$ cat src/rtl/dm_port_arbiter_pkg.sv
// Shared definitions for the data-memory port arbiter: FSM state encoding,
// memory depth and the full-word byte-enable pattern.
package dm_pkg;

  typedef enum logic [1:0] {
    IDLE   = 2'd0,
    ACCESS = 2'd1,
    MERGE  = 2'd2,
    RESP   = 2'd3
  } dm_state_t;

  localparam int         DM_WORDS = 1024;
  localparam logic [3:0] BE_FULL  = 4'hF;

endpackage

$ cat src/rtl/dm_port_arbiter_if.sv
// One requester port of the data-memory arbiter. The requester drives the
// command side (master); the arbiter answers with ack and load data (slave).
interface dm_port_if #(
  parameter int DATA_W = 32
);

  logic                  req;
  logic                  we;
  logic [31:0]           addr;
  logic [DATA_W-1:0]     wd;
  logic [DATA_W/8-1:0]   be;
  logic                  ack;
  logic [DATA_W-1:0]     rd;

  modport master (
    output req, we, addr, wd, be,
    input  ack, rd
  );

  modport slave (
    input  req, we, addr, wd, be,
    output ack, rd
  );

endinterface

$ cat src/rtl/dm_port_arbiter_be_merge.sv
// Byte-lane merge: every lane whose enable is set takes the new data,
// every other lane keeps the old data. Purely combinational.
module be_merge #(
  parameter int DATA_W = 32
) (
  input  logic [DATA_W-1:0]   old_data,
  input  logic [DATA_W-1:0]   new_data,
  input  logic [DATA_W/8-1:0] be,
  output logic [DATA_W-1:0]   merged
);

  // Start from the old word and overwrite only the enabled lanes
  always_comb begin
    merged = old_data;
    for (int k = 0; k < DATA_W / 8; k++) begin
      if (be[k]) begin
        merged[8*k +: 8] = new_data[8*k +: 8];
      end
    end
  end

endmodule

$ cat src/rtl/dm_port_arbiter.sv
// Round-robin arbiter/sequencer sharing the single-port async-read data
// memory between the pipeline port (p0) and the DMA/debug port (p1).
// Partial stores are done as read-modify-write so the memory only ever
// sees full-word writes.
module dm_port_arbiter
  import dm_pkg::*;
#(
  parameter int ADDR_W = 10,
  parameter int DATA_W = 32
) (
  input  logic              clk,
  input  logic              reset,
  dm_port_if.slave          p0,
  dm_port_if.slave          p1,
  output logic              busy,
  output logic              cur_id,
  output logic              mem_we,
  output logic [ADDR_W-1:0] mem_addr,
  output logic [DATA_W-1:0] mem_wd,
  input  logic [DATA_W-1:0] mem_rd
);

  localparam int              BE_W   = DATA_W / 8;
  localparam logic [BE_W-1:0] BE_ALL = '1;
  localparam logic [BE_W-1:0] BE_NONE = '0;

  dm_state_t         state;
  logic              rr_last;

  logic              cmd_id;
  logic              cmd_we;
  logic [ADDR_W-1:0] cmd_idx;
  logic [DATA_W-1:0] cmd_wd;
  logic [BE_W-1:0]   cmd_be;

  logic [DATA_W-1:0] rd_buf;
  logic [DATA_W-1:0] merge_buf;
  logic [DATA_W-1:0] merged_wd;

  logic              p0_ack_q;
  logic              p1_ack_q;
  logic [DATA_W-1:0] p0_rd_q;
  logic [DATA_W-1:0] p1_rd_q;

  logic              grant_valid;
  logic              grant_id;
  logic              sel_we;
  logic [31:0]       sel_addr;
  logic [DATA_W-1:0] sel_wd;
  logic [BE_W-1:0]   sel_be;

  logic              unused_addr_bits;

  // Byte offset and bits above the memory depth do not select a word
  assign unused_addr_bits = ^{p0.addr[1:0], p0.addr[31:ADDR_W+2],
                              p1.addr[1:0], p1.addr[31:ADDR_W+2]};

  be_merge #(
    .DATA_W(DATA_W)
  ) u_be_merge (
    .old_data(merge_buf),
    .new_data(cmd_wd),
    .be      (cmd_be),
    .merged  (merged_wd)
  );

  // Pick the winner: a lone requester wins, a tie goes to the port that was not served last
  always_comb begin
    grant_valid = p0.req | p1.req;
    grant_id    = 1'b0;
    if (p0.req && p1.req) begin
      grant_id = ~rr_last;
    end else if (p1.req) begin
      grant_id = 1'b1;
    end
    sel_we   = grant_id ? p1.we   : p0.we;
    sel_addr = grant_id ? p1.addr : p0.addr;
    sel_wd   = grant_id ? p1.wd   : p0.wd;
    sel_be   = grant_id ? p1.be   : p0.be;
  end

  // Sequencer: grant, access memory, optionally merge, then respond with a registered ack
  always_ff @(posedge clk) begin
    if (reset) begin
      state     <= IDLE;
      rr_last   <= 1'b1;
      cmd_id    <= 1'b0;
      cmd_we    <= 1'b0;
      cmd_idx   <= '0;
      cmd_wd    <= '0;
      cmd_be    <= '0;
      rd_buf    <= '0;
      merge_buf <= '0;
      p0_ack_q  <= 1'b0;
      p1_ack_q  <= 1'b0;
      p0_rd_q   <= '0;
      p1_rd_q   <= '0;
      cur_id    <= 1'b0;
    end else begin
      p0_ack_q <= 1'b0;
      p1_ack_q <= 1'b0;
      case (state)
        IDLE: begin
          if (grant_valid) begin
            cmd_id  <= grant_id;
            cmd_we  <= sel_we;
            cmd_idx <= sel_addr[ADDR_W+1:2];
            cmd_wd  <= sel_wd;
            cmd_be  <= sel_be;
            cur_id  <= grant_id;
            state   <= ACCESS;
          end
        end
        ACCESS: begin
          if (!cmd_we) begin
            rd_buf <= mem_rd;
            state  <= RESP;
          end else if (cmd_be == BE_ALL || cmd_be == BE_NONE) begin
            state <= RESP;
          end else begin
            merge_buf <= mem_rd;
            state     <= MERGE;
          end
        end
        MERGE: begin
          state <= RESP;
        end
        RESP: begin
          if (cmd_id) begin
            p1_ack_q <= 1'b1;
            if (!cmd_we) p1_rd_q <= rd_buf;
          end else begin
            p0_ack_q <= 1'b1;
            if (!cmd_we) p0_rd_q <= rd_buf;
          end
          rr_last <= cmd_id;
          state   <= IDLE;
        end
        default: begin
          state <= IDLE;
        end
      endcase
    end
  end

  // Memory drive follows the state; a write is suppressed while reset is held so a dropped transaction never lands
  always_comb begin
    mem_we   = 1'b0;
    mem_addr = '0;
    mem_wd   = '0;
    case (state)
      ACCESS: begin
        mem_addr = cmd_idx;
        if (cmd_we && cmd_be == BE_ALL) begin
          mem_we = 1'b1;
          mem_wd = cmd_wd;
        end
      end
      MERGE: begin
        mem_addr = cmd_idx;
        mem_we   = 1'b1;
        mem_wd   = merged_wd;
      end
      default: begin
      end
    endcase
    if (reset) mem_we = 1'b0;
  end

  assign busy   = (state != IDLE);
  assign p0.ack = p0_ack_q;
  assign p1.ack = p1_ack_q;
  assign p0.rd  = p0_rd_q;
  assign p1.rd  = p1_rd_q;

endmodule

$ cat src/flat_wrapper.sv
// flat-port wrapper written by rule: the top's interface ports become plain ports
module dm_port_arbiter_flat import dm_pkg::*;
#(
  parameter int ADDR_W = 10,
  parameter int DATA_W = 32
)
  (clk, reset, busy, cur_id, mem_we, mem_addr, mem_wd, mem_rd, p0_req, p0_we, p0_addr, p0_wd, p0_be, p0_ack, p0_rd, p1_req, p1_we, p1_addr, p1_wd, p1_be, p1_ack, p1_rd);
  dm_port_if #(.DATA_W(DATA_W)) p0_i ();
  dm_port_if #(.DATA_W(DATA_W)) p1_i ();
  input  logic clk;
  input  logic reset;
  output logic busy;
  output logic cur_id;
  output logic mem_we;
  output logic [ADDR_W-1:0] mem_addr;
  output logic [DATA_W-1:0] mem_wd;
  input  logic [DATA_W-1:0] mem_rd;
  input wire logic [$bits(p0_i.req)-1:0] p0_req;
  input wire logic [$bits(p0_i.we)-1:0] p0_we;
  input wire logic [$bits(p0_i.addr)-1:0] p0_addr;
  input wire logic [$bits(p0_i.wd)-1:0] p0_wd;
  input wire logic [$bits(p0_i.be)-1:0] p0_be;
  output wire logic [$bits(p0_i.ack)-1:0] p0_ack;
  output wire logic [$bits(p0_i.rd)-1:0] p0_rd;
  input wire logic [$bits(p1_i.req)-1:0] p1_req;
  input wire logic [$bits(p1_i.we)-1:0] p1_we;
  input wire logic [$bits(p1_i.addr)-1:0] p1_addr;
  input wire logic [$bits(p1_i.wd)-1:0] p1_wd;
  input wire logic [$bits(p1_i.be)-1:0] p1_be;
  output wire logic [$bits(p1_i.ack)-1:0] p1_ack;
  output wire logic [$bits(p1_i.rd)-1:0] p1_rd;
  assign p0_i.req = p0_req;
  assign p0_i.we = p0_we;
  assign p0_i.addr = p0_addr;
  assign p0_i.wd = p0_wd;
  assign p0_i.be = p0_be;
  assign p0_ack = p0_i.ack;
  assign p0_rd = p0_i.rd;
  assign p1_i.req = p1_req;
  assign p1_i.we = p1_we;
  assign p1_i.addr = p1_addr;
  assign p1_i.wd = p1_wd;
  assign p1_i.be = p1_be;
  assign p1_ack = p1_i.ack;
  assign p1_rd = p1_i.rd;
  dm_port_arbiter #(.ADDR_W(ADDR_W), .DATA_W(DATA_W)) u_core (.clk(clk), .reset(reset), .p0(p0_i), .p1(p1_i), .busy(busy), .cur_id(cur_id), .mem_we(mem_we), .mem_addr(mem_addr), .mem_wd(mem_wd), .mem_rd(mem_rd));
endmodule
$ cat config.mk
export PLATFORM = sky130hd
export DESIGN_NAME = dm_port_arbiter_flat
export DESIGN_NICKNAME = d
export VERILOG_FILES = /design/src/rtl/dm_port_arbiter_pkg.sv /design/src/rtl/dm_port_arbiter_if.sv /design/src/rtl/dm_port_arbiter_be_merge.sv /design/src/rtl/dm_port_arbiter.sv /design/src/flat_wrapper.sv
export SDC_FILE = /design/constraint.sdc
export NUM_CORES = 1
export LEC_CHECK = 0
export BUFFER_PORTS_ARGS = -buffer_cell sky130_fd_sc_hd__buf_2
export CAP_MARGIN = 0
export CELL_PAD_IN_SITES_DETAIL_PLACEMENT = 1
export CELL_PAD_IN_SITES_GLOBAL_PLACEMENT = 1
export CORE_AREA = 2 2 153 155
export CTS_BUF_LIST = sky130_fd_sc_hd__clkbuf_4 sky130_fd_sc_hd__clkbuf_8 sky130_fd_sc_hd__clkbuf_16
export DETAILED_ROUTE_END_ITERATION = 10
export DIE_AREA = 0 0 155 157
export PLACE_DENSITY_LB_ADDON = 0.1
export SLEW_MARGIN = 20
export SYNTH_ARGS = -nofsm -noshare
export SYNTH_HDL_FRONTEND = slang
export SYNTH_SLANG_ARGS = --single-unit
$ cat constraint.sdc
create_clock -name clk -period 2.1 [get_ports clk]
set_input_delay 0.525 -clock clk [delete_from_list [all_inputs] [get_ports clk]]
set_output_delay 0.525 -clock clk [all_outputs]
set_load 0.02 [all_outputs]
# Word level (Yosys, flattened, before mapping)
# Cells that the tools add are included.
dict set report classes {
  eq_ne 5
  muxes 22
  bitwise 6
  n_reduce_logical 13
}
# operator n
set op_table {}
lappend op_table {{two-way mux 32 bit} 2}
lappend op_table {{case mux 32 bit (2 select lines)} 1}
lappend op_table {{two-way mux 8 bit} 4}
lappend op_table {{two-way mux 12 bit} 1}
lappend op_table {{two-way mux 10 bit} 1}
lappend op_table {{AND reduction 3 bit} 3}
lappend op_table {{two-way mux 1 bit} 8}
lappend op_table {{case mux 2 bit (4 select lines)} 1}
lappend op_table {{NOT 1 bit} 5}
lappend op_table {{equality test 2 bit, second input constant} 2}
lappend op_table {{equality test 4 bit, second input constant} 1}
lappend op_table {{zero test 4 bit} 1}
lappend op_table {{two-way mux 2 bit} 2}
lappend op_table {{two-way mux 4 bit} 1}
lappend op_table {{AND reduction 2 bit} 2}
lappend op_table {{OR reduction 2 bit} 2}
lappend op_table {{equality test 2 x 1 -> 1 bit, second input constant} 1}
lappend op_table {{logical AND 1 bit} 2}
lappend op_table {{zero test 2 bit} 1}
lappend op_table {{!= test 2 x 1 -> 1 bit, second input constant} 1}
lappend op_table {{case mux 1 bit (2 select lines)} 1}
lappend op_table {{nonzero test 2 bit} 1}
lappend op_table {{logical OR 1 bit} 1}
lappend op_table {{OR 1 bit} 1}
dict set report totals {
  reg_bits 181
  in_bits 174
  out_inout_bits 111
  elab_cells 59
}

# Logic depth before layout (Yosys ltp)
dict set report logic_depth {
  ltp_word 5
  ltp_mapped 8
  ltp_nobuf 5
}

# By module
# From an unflattened synthesis, not the netlist that was laid out.
dict set report hier_totals {
  hier_cells 933
  area_unflattened_um2 8246.7
}
# module n_inst cells_per_inst area_per_inst_um2 seq_area_each_um2
set modules_own_cells {}
lappend modules_own_cells {dm_port_arbiter 1 897 7721.2 3623.5}
lappend modules_own_cells {be_merge 1 36 525.5 0.0}

# Worst setup path before layout
# OpenSTA, ideal clock, no wires.
dict set report synth_path {
  path_type {register to output}
  startpoint {register u_core.state[0]}
  endpoint {output mem_wd[24]}
  t_arrival_ps 2181
  path_slack_ps -606
  path_stages_with_launch 7
  path_buffers 2
  path_cell_list {dfxtp_1 > inv_1 > ha_1 > buf_2 > clkbuf_1 > a21oi_1 > a2111oi_0}
}
dict set report synth_between {
  elab_chain_cells 2
}
# element line
set synth_rtl {}
lappend synth_rtl {{from (decl)} dm_port_arbiter.sv:27} ;# dm_state_t state;
lappend synth_rtl {{from (signal assigned)} dm_port_arbiter.sv:85} ;# state <= IDLE;
lappend synth_rtl {{from (signal assigned)} dm_port_arbiter.sv:111} ;# state <= ACCESS;
lappend synth_rtl {{from (signal assigned)} dm_port_arbiter.sv:117} ;# state <= RESP;
lappend synth_rtl {{equality test 2 bit or equality test 2 x 1 -> 1 bit (tied branches)} dm_port_arbiter.sv:151} ;# case (state)
lappend synth_rtl {{case mux 32 bit (2 select lines) *} dm_port_arbiter.sv:151}
lappend synth_rtl {{to (decl)} flat_wrapper.sv:16} ;# output logic [DATA_W-1:0] mem_wd;
# Mark *: on every way between the ends. The rest lies on a longest branch, timed or not.

# Worst setup path after layout
dict set report layout_path {
  startpoint {register u_core.state[1]}
  endpoint {output mem_wd[24]}
}
# Same word-level chain as after synthesis.

==> summary.md <==
| Metric | Value |
|---|---|
| Final setup margin | `-346 ps` |
| Reg2Reg Capture Point | `u_core.merge_buf[16]` |
| Layout cell share with drive strength beyond 1 | `33.9%` |
| GP Congestion | `0.733` |
| WL met2 | `11.5 mm` |
| R2R Path Start | `u_core.state[1]` |
| Worst Path Required | `1570 ps` |
| Num rows | `55` |
| Post-CTS Hold Fix Bufs | `0` |
| Antenna violations before repair | `2` |
| Total core area | `0.0225 mm2` |
| Synth cell types | `35` |
| Global Route Usage Sum | `20.5%` |
| Pwr dens | `1100 mW/mm2` |
| Initial Util | `35.6%` |
| Max VDD drop | `0.000554 V` |
| Min-Delay Path Class | `in -> reg` |
| Syn_area_per_cell | `8.26 um2` |
| Vias per cell | `4.99` |
| Switch Pwr | `4590 uW` |
| Tcrit/Tclk final | `116%` |
| Tmin final | `2450 ps` |
| Post-synthesis instance total | `970` |
| Fin cells | `1496` |
| Data arrival time of the worst path | `1920 ps` |
| Largest net degree at the start of global routing | `155` |
| CTS Buffer Depth | `2` |
| Compound-Gate Fraction of Synth Area | `15.5%` |
| Die width | `155 um` |
| Max-capacitance violation count | `0` |
| CTS clk-pin slew, worst paths | `70 ps` |
| Register bit total from synthesis | `181` |
| GRT overflow | `0` |
| TritonRoute pass-1 iters | `4` |
| Worst R2R Setup Slack | `370 ps` |
| DRC viols | `0` |
| Worst hold start | `mem_rd[20]` |
| Worst Setup End Kind | `primary output` |
| Final Net Count | `1374` |
| DIE HEIGHT | `157 um` |
| Met3 Routed Length | `1.30 mm` |
| Main combinational cell family by area after synthesis | `simple AND/OR/NAND/NOR gates` |
| Fill count | `2707` |
| EDFF count, synth | `0` |
| Cell internal pwr | `7560 uW` |
| Post-synthesis mux area share | `9.99%` |
| Synthesis Warnings | `0` |
| Routed via count | `7472` |
| Worst-path fanout max | `7` |
| Hold Path Depth | `3` |
| Final Max Slew Viols | `0` |
| Routed Antenna Nets | `0` |
| Cell count after placement | `1449` |
| Fmax | `409 MHz` |
| IO Port Bufs | `240` |
| Status | `finished, violations left` |
| Clock power share | `26.7%` |
| CTS tree | `yes` |
| First-pass GRT wire length | `39.6 mm` |
| Worst Setup Path Type | `reg -> out` |
| Post-synth top cells | `194 x nand2_1, 181 x dfxtp_1, 155 x a21oi_1` |
| R2R cell count | `7` |
| Seq pwr share | `36.1%` |
| Fin. Hold Viols | `0` |
| Post-synth top area cell | `dfxtp_1` |
| I/O Pins | `285` |
| Switching share of power | `37.8%` |
| WHS | `337 ps` |
| Number of DRC markers in iteration 0 | `343` |
| Cell with the most instances after synthesis | `nand2_1` |
| Crit start category | `flop` |
| Synth Area in Adders | `0.625%` |
| Vias in the first global route | `7311` |
| Post-synthesis sequential area ratio | `45.2%` |
| WL final | `25.7 mm` |
| Area share of the largest cell type after synthesis | `45.2%` |
| Max Used Layer | `met4` |
| Post-Route Utilization | `49.3%` |
| Mapped Area | `0.00801 mm2` |
| Syn_nets | `1148` |
| DP Wirelength | `17.1 mm` |
| Die area | `0.0243 mm2` |
| RSZ-0062 raised after global routing | `true` |
| Setup TNS | `-10930 ps` |
| Pleak | `0.00441 uW` |
| CTS Root Cell | `clkbuf_16` |
| Clock sink count | `181` |
| Met1 WL | `12.7 mm` |
| Clock Skews | `15.2 ps` |
| Post-Synth Simple-Gate Area | `22.9%` |
| Final setup violation count | `43` |
| Slew @ Worst Pin | `649 ps` |
| Htree depth | `4` |
| Worst-Skew Late Latency | `440 ps` |
| Synth top area cells | `dfxtp_1 45%, mux2i_1 10%, a21oi_1 9.7%` |
| Most used DFF post-synth | `dfxtp_1` |
| Failing checks | `negative setup slack` |
| Combinational share of power | `37.2%` |
| Async set-reset flop share out of synthesis | `0%` |
| Hold Path End | `u_core.rd_buf[20]` |
| Total CTS buffers | `17` |
| Slew HR | `56.7%` |
| Post-Synth XOR/XNOR Area | `0%` |
| Area growth syn-to-layout | `38.5%` |
| Drt wl/cell | `17.1 um` |
## power groups by stage
stage	Clock [uW]	Sequential, uW	Combinational (uW)
6_report	3250	4390	4520
5_1_grt	3470	4470	4930
4_1_cts	3320	4360	4240
3_5_place_dp	0	4410	3500
3_3_place_gp	0	4390	3430
2_1_floorplan	0	4310	2260
## layout make-up
| cell class | instances | area (um2) | share of cell area (%) |
|---|---|---|---|
| antenna | 2 | 5.00 | 0.0451 |
| timing repair buffer | 296 | 2080 | 18.7 |
| clock inverter | 14 | 155 | 1.40 |
| multi-input combinational | 687 | 4380 | 39.4 |
| sequential | 181 | 3630 | 32.7 |
| tap | 285 | 357 | 3.21 |
| inverter | 13 | 56.3 | 0.507 |
| clock buffer | 18 | 439 | 3.96 |
## per-layer routing
metal / GRT usage (%) / vias up
met1: 28.8 / 3507
met2: 31.6 / 188
li1: - / 3764
met5: 0 / -
met4: 6.13 / 0
met3: 4.43 / 13
## state kept, by name, summed over array words and instances, names as in the netlist, 2 cells and up
| register | flops |
|---|---|
| u_core.rd_buf | 32 |
| u_core.p1.rd | 32 |
| u_core.cmd_idx | 10 |
| u_core.cmd_wd | 32 |
| u_core.p0.rd | 32 |
| u_core.cmd_be | 4 |
| u_core.state | 2 |
| u_core.merge_buf | 32 |
## logic make-up (layout without fill, tap and decap cells)
| kind of cell | count (synthesis) | after routing |
|---|---|---|
| compound gates | 216 | 216 |
| fa+ha+maj | 4 | 4 |
| buf+inv | 102 | 341 |
| flops | 181 | 181 |
| mux | 80 | 80 |
| other cells | 0 | 2 |
| simple gates | 387 | 387 |
## per-stage QoR
step	area [um2]	power (uW)	setup WS, ps
2_1_floorplan	8070	6570	-87.6
3_3_place_gp	9690	7820	-155
3_5_place_dp	9690	7910	-163
4_1_cts	10800	11900	-349
5_1_grt	11100	12900	-430
6_report	11100	12200	-346
## repair_timing
item | in CTS | in global routing
hold endpoints to repair | 0 | 0
cloned | 2 | 2
buffers inserted | 6 | 7
setup endpoints to repair | 43 | 43
gates resized for setup | 118 | 55
pin swaps | 10 | 22
## worst max-delay path, stage by stage, from the launching register on
cell	delay, ps
dfxtp_4	390
inv_4	50
ha_4	150
and2_4	180
a21oi_4	420
a2111oi_4	110
buf_4	190
## cells in the final DEF (no fill, tap or decap), drive strengths merged, types with 2 or more instances in the layout
cell type,synthesis,routed
nand2b,67,67
nand3b,2,2
nor3b,3,3
a2111oi,7,7
nor2,50,50
clkinvlp,0,2
and3,24,24
a211oi,47,47
clkinv,0,4
nand2,194,194
and2,11,11
buf,39,294
nor2b,4,4
a21oi,155,155
clkbuf,50,20
diode,0,2
dfxtp,181,181
inv,13,21
nand4,25,25
mux2i,80,80
ha,4,4
nor3,2,2
## worst max-delay path by stage
stage	from	endpoint	slack, ps	depth (start not counted)
finish	u_core.state[1]	mem_wd[24]	-350	6
global route	u_core.state[1]	mem_wd[26]	-430	6
CTS	u_core.state[1]	mem_wd[24]	-350	6
detailed placement	u_core.state[1]	mem_wd[6]	-160	5
global placement	u_core.state[0]	mem_wd[6]	-150	6
floorplan	u_core.state[0]	mem_wd[25]	-90	6
Power figures use the tool's default switching activity.
